==> src/rtl/mem_chk_pkg.sv <==
// Shared encodings for the data-memory write checker: match modes, FSM states and fail codes.
package mem_chk_pkg;

    localparam logic [1:0] MODE_FULL = 2'd0;
    localparam logic [1:0] MODE_DATA = 2'd1;
    localparam logic [1:0] MODE_ADDR = 2'd2;

    typedef enum logic [1:0] {
        IDLE = 2'd0,
        RUN  = 2'd1,
        PASS = 2'd2,
        FAIL = 2'd3
    } state_t;

    typedef enum logic [1:0] {
        FAIL_NONE     = 2'd0,
        FAIL_TIMEOUT  = 2'd1,
        FAIL_MISMATCH = 2'd2
    } fail_t;

endpackage

==> src/rtl/mem_chk_table.sv <==
// Expectation table: NUM_EXP entries of {mode, addr, data}, one write port, one read port,
// and a combinational match of the observed write against the selected entry.
module mem_chk_table
    import mem_chk_pkg::*;
#(
    parameter int WIDTH   = 32,
    parameter int NUM_EXP = 4,
    parameter int IW      = 2
) (
    input  logic             clk,
    input  logic             reset,
    input  logic             we,
    input  logic [IW-1:0]    widx,
    input  logic [1:0]       wmode,
    input  logic [WIDTH-1:0] waddr,
    input  logic [WIDTH-1:0] wdata,
    input  logic [IW-1:0]    ridx,
    input  logic [WIDTH-1:0] obs_addr,
    input  logic [WIDTH-1:0] obs_data,
    output logic             hit
);

    logic [1:0]       mode_q [NUM_EXP];
    logic [WIDTH-1:0] addr_q [NUM_EXP];
    logic [WIDTH-1:0] data_q [NUM_EXP];
    logic             a_eq, d_eq;

    always_ff @(posedge clk or posedge reset) begin
        if (reset) begin
            for (int i = 0; i < NUM_EXP; i++) begin
                mode_q[i] <= '0;
                addr_q[i] <= '0;
                data_q[i] <= '0;
            end
        end else if (we && (32'(widx) < 32'(NUM_EXP))) begin
            mode_q[widx] <= wmode;
            addr_q[widx] <= waddr;
            data_q[widx] <= wdata;
        end
    end

    assign a_eq = (obs_addr == addr_q[ridx]);
    assign d_eq = (obs_data == data_q[ridx]);

    // Reserved mode 3 falls into the default and compares like full.
    always_comb begin
        hit = a_eq && d_eq;
        case (mode_q[ridx])
            MODE_FULL: hit = a_eq && d_eq;
            MODE_DATA: hit = d_eq;
            MODE_ADDR: hit = a_eq;
            default:   hit = a_eq && d_eq;
        endcase
    end

endmodule

==> config.mk <==
export PLATFORM = sky130hd
export DESIGN_NAME = mem_chk_table
export DESIGN_NICKNAME = d
export VERILOG_FILES = /design/src/rtl/mem_chk_pkg.sv /design/src/rtl/mem_chk_table.sv
export SDC_FILE = /design/constraint.sdc
export NUM_CORES = 1
export LEC_CHECK = 0
export CAP_MARGIN = 20
export CORE_ASPECT_RATIO = 0.6
export CORE_MARGIN = 10
export CORE_UTILIZATION = 56
export CTS_CLUSTER_DIAMETER = 200
export DETAILED_ROUTE_END_ITERATION = 10
export GPL_ROUTABILITY_DRIVEN = 1
export PLACE_DENSITY_LB_ADDON = 0.15
export REMOVE_ABC_BUFFERS = 1
export SYNTH_ARGS = -nofsm -noshare
export SYNTH_HDL_FRONTEND = slang
export SYNTH_SLANG_ARGS = --single-unit
==> constraint.sdc <==
create_clock -name clk -period 9.6 [get_ports clk]
set_input_delay 1.44 -clock clk [delete_from_list [all_inputs] [get_ports clk]]
set_output_delay 1.44 -clock clk [all_outputs]
set_load 0.01 [all_outputs]
==> results.md <==
* Status: finished, final reports clean
* Die width at 209 µm
* Number of gates resized after cts at 0
* Ys async rst share at 100%
* # hold bufs at CTS at 0
* Number of routed nets with antenna violations at 0
* Vias/cell at around 5.9
* Initial antenna violation count at 0
* Post-synth top area cell: dfrtp_1
* CP Cell Sequence: buf_4 > buf_4 > mux4_2 > xnor2_1 > nand4_1 > nor4_2 > nand4_1 > o211ai_2 > clkdlybuf4s50_1
* Max-slew violations at 0
* Worst min path class: reg2reg
* Power after layout at about 3 mW
* Fin Setup TNS at 0 ns
* Yosys cell types at 18
* PwrDens at 203 nW/µm²
* Via count at 6861
* CP top delay family: buffers and inverters
* Mapped Cells at approximately 730
* F_max at about 0.15 GHz
* RSZ-0062 raised after global routing: no
* Initial Util at a little under three fifths
* Clock root buffer: clkbuf_16
* Critical Path AT at 5.09 ns
* Sink Count at between 200 and 300
* Synth warn at 0
* Die footprint at roughly 28000 µm²
* Fin Clk Skew at 0 ns
* Vias in the first global route at between 7000 and 8000
* Peak supply drop at about 0.13 mV
* First-pass GRT wire length at 44700 µm
* Growth of design area from synthesis to finish at 20.0%
* HPWL after DPL at roughly 18000 µm
* Layout cell share with drive strength beyond 1 at between 40% and 50%
* H-Tree Depth at 1
* Post-CTS setup buffers at 0
* Leak pwr at 5.82 nW
* ANT cells at 0
* Top cells by count, synth: 264 x dfrtp_1, 264 x mux2_2, 66 x mux4_2
* CTS tree: yes
* Finish-stage setup viols at 0
* Routed WL per cell at 23.7 µm
* Fillers at between 1000 and 1500
* Crit end category: primary output
* EDFF count, synth at 0
* Req. time, crit path at 8.16 ns
* TritonCTS Buffers at 24
* Critical Path Max Stage Delay at about 0.80 ns
* Mean Syn Cell Area at between 15 and 20 µm²
* Yosys reg bits at about 260
* I/O Pins at around 140
* Slew @ Worst Pin at 0.974 ns
* Top post-synthesis cells by area: dfrtp_1 55%, mux2_2 25%, mux4_2 12%
* Grt ovf at 0
* Fin crit share at about two thirds
* Final wirelength at ~27000 µm
* Register area share after synthesis at 54.8%
* Buffer and inverter count on the worst path at 3
* Minimum clock period at about 6.5 ns
* Routability cong. at 0.750
* Area fraction of the dominant cell type after synthesis at between 50% and 60%
* Max-cap violations at 0
* IO buf count at ~140
* Main synth FF type: dfrtp_1
* DR iter-0 viols at 367
* DRC at 0
* Fin. Hold Viols at 0
* Row Count at slightly above 40
* Total global-route track usage at 19.8%
* Die Span Y at 134 µm
* # nets final at approximately 1000
* Core area at ~21000 µm²
* Worst Setup Path Type: in2out
* First-pass DRT Iterations at 4
* Nature of the critical path startpoint: input pin
* CP max FO at 42
* Largest net degree at the start of global routing at approximately 120
* Mapped Area at around 12000 µm²
* Slowest CP cell: buf_4
* Clock latency on the worst-skew pair at between 0.5 and 0.6 ns
* Max clock buf depth at 3
* Clock transition at path regs at 0.06 ns
* Max_slew headroom at 34.4%
==> where the power goes <==
| part | switching [mW] | internal, mW |
|---|---|---|
| Sequential | 0.106 | 1.32 |
| Combinational | 0.212 | 0.368 |
| Clock | 0.408 | 0.522 |
| Total | 0.726 | 2.21 |
==> sequential cells by signal, summed over array words and instances (netlist names) <==
signal / count
data_q: 128
addr_q: 128
mode_q: 8
==> metrics by stage <==
stage	setup WS (ns)	std cells	cell area [µm²]	hold WS [ns]	util, %
floorplan	0.891	692	11900	0.474	-
global placement	2.98	1117	13700	0.481	64.8
detailed placement	2.93	1117	13700	0.487	64.8
CTS	2.93	1160	14400	0.502	68.5
global route	2.74	1161	14500	0.514	68.6
finish	3.07	1161	14500	0.502	68.6
==> per-layer routing <==
layer  share of wire, %  routed length [µm]  global-route usage, %
met2                 49               13400                   32.6
met4                1.1                 310                   3.22
met3                4.2                1160                   3.71
met5                  0                   0                      0
met1                 46               12600                   27.1
==> cells in the final DEF, fill, tap and decap left out, types with 2 or more instances in the layout <==
master / n
mux2_2: 264
dfrtp_1: 264
clkdlybuf4s50_1: 135
mux4_2: 66
xnor2_1: 64
clkbuf_16: 25
nand4_1: 19
buf_4: 11
clkinv_2: 8
clkbuf_8: 6
clkbuf_1: 4
inv_1: 3
nand3b_1: 2
nor4_2: 2
nor4_1: 2
ha_1: 2
==> logic make-up (layout without fill, tap and decap cells) <==
logic type,Yosys count,count (layout),share of synthesized area [%]
DFF,264,264,54.8
buffers and inverters,46,194,1.69
AOI/OAI and AO/OA,1,1,0.104
adders and majority gates,2,2,0.208
and+or+nand+nor,27,27,1.53
muxes,330,330,37.0
xor gates and xnor gates,64,64,4.65
==> cell type report <==
class                      instances  area, µm²  share of cell area (%)
sequential                       264       6610                    45.7
timing repair buffer             147       1460                    10.1
tap                              279        349                    2.41
multi-input combinational        424       5260                    36.4
clock inverter                     8       40.0                   0.277
inverter                           4       22.5                   0.156
clock buffer                      35        723                    5.00
==> worst paths after layout <==
kind	endpoint	cells after the start	from	slack (ns)
max in group asynchronous	data_q[121]$_DFFE_PP0P_	3	reset	6.77
setup / recovery	hit	9	ridx[0]	3.07
setup reg to reg	data_q[40]$_DFFE_PP0P_	1	data_q[40]$_DFFE_PP0P_	8.80
hold reg to reg	data_q[57]$_DFFE_PP0P_	1	data_q[57]$_DFFE_PP0P_	0.50
hold / removal	data_q[57]$_DFFE_PP0P_	1	data_q[57]$_DFFE_PP0P_	0.50
min in group asynchronous	data_q[38]$_DFFE_PP0P_	2	reset	1.48
(Power assumes the default switching activity.)
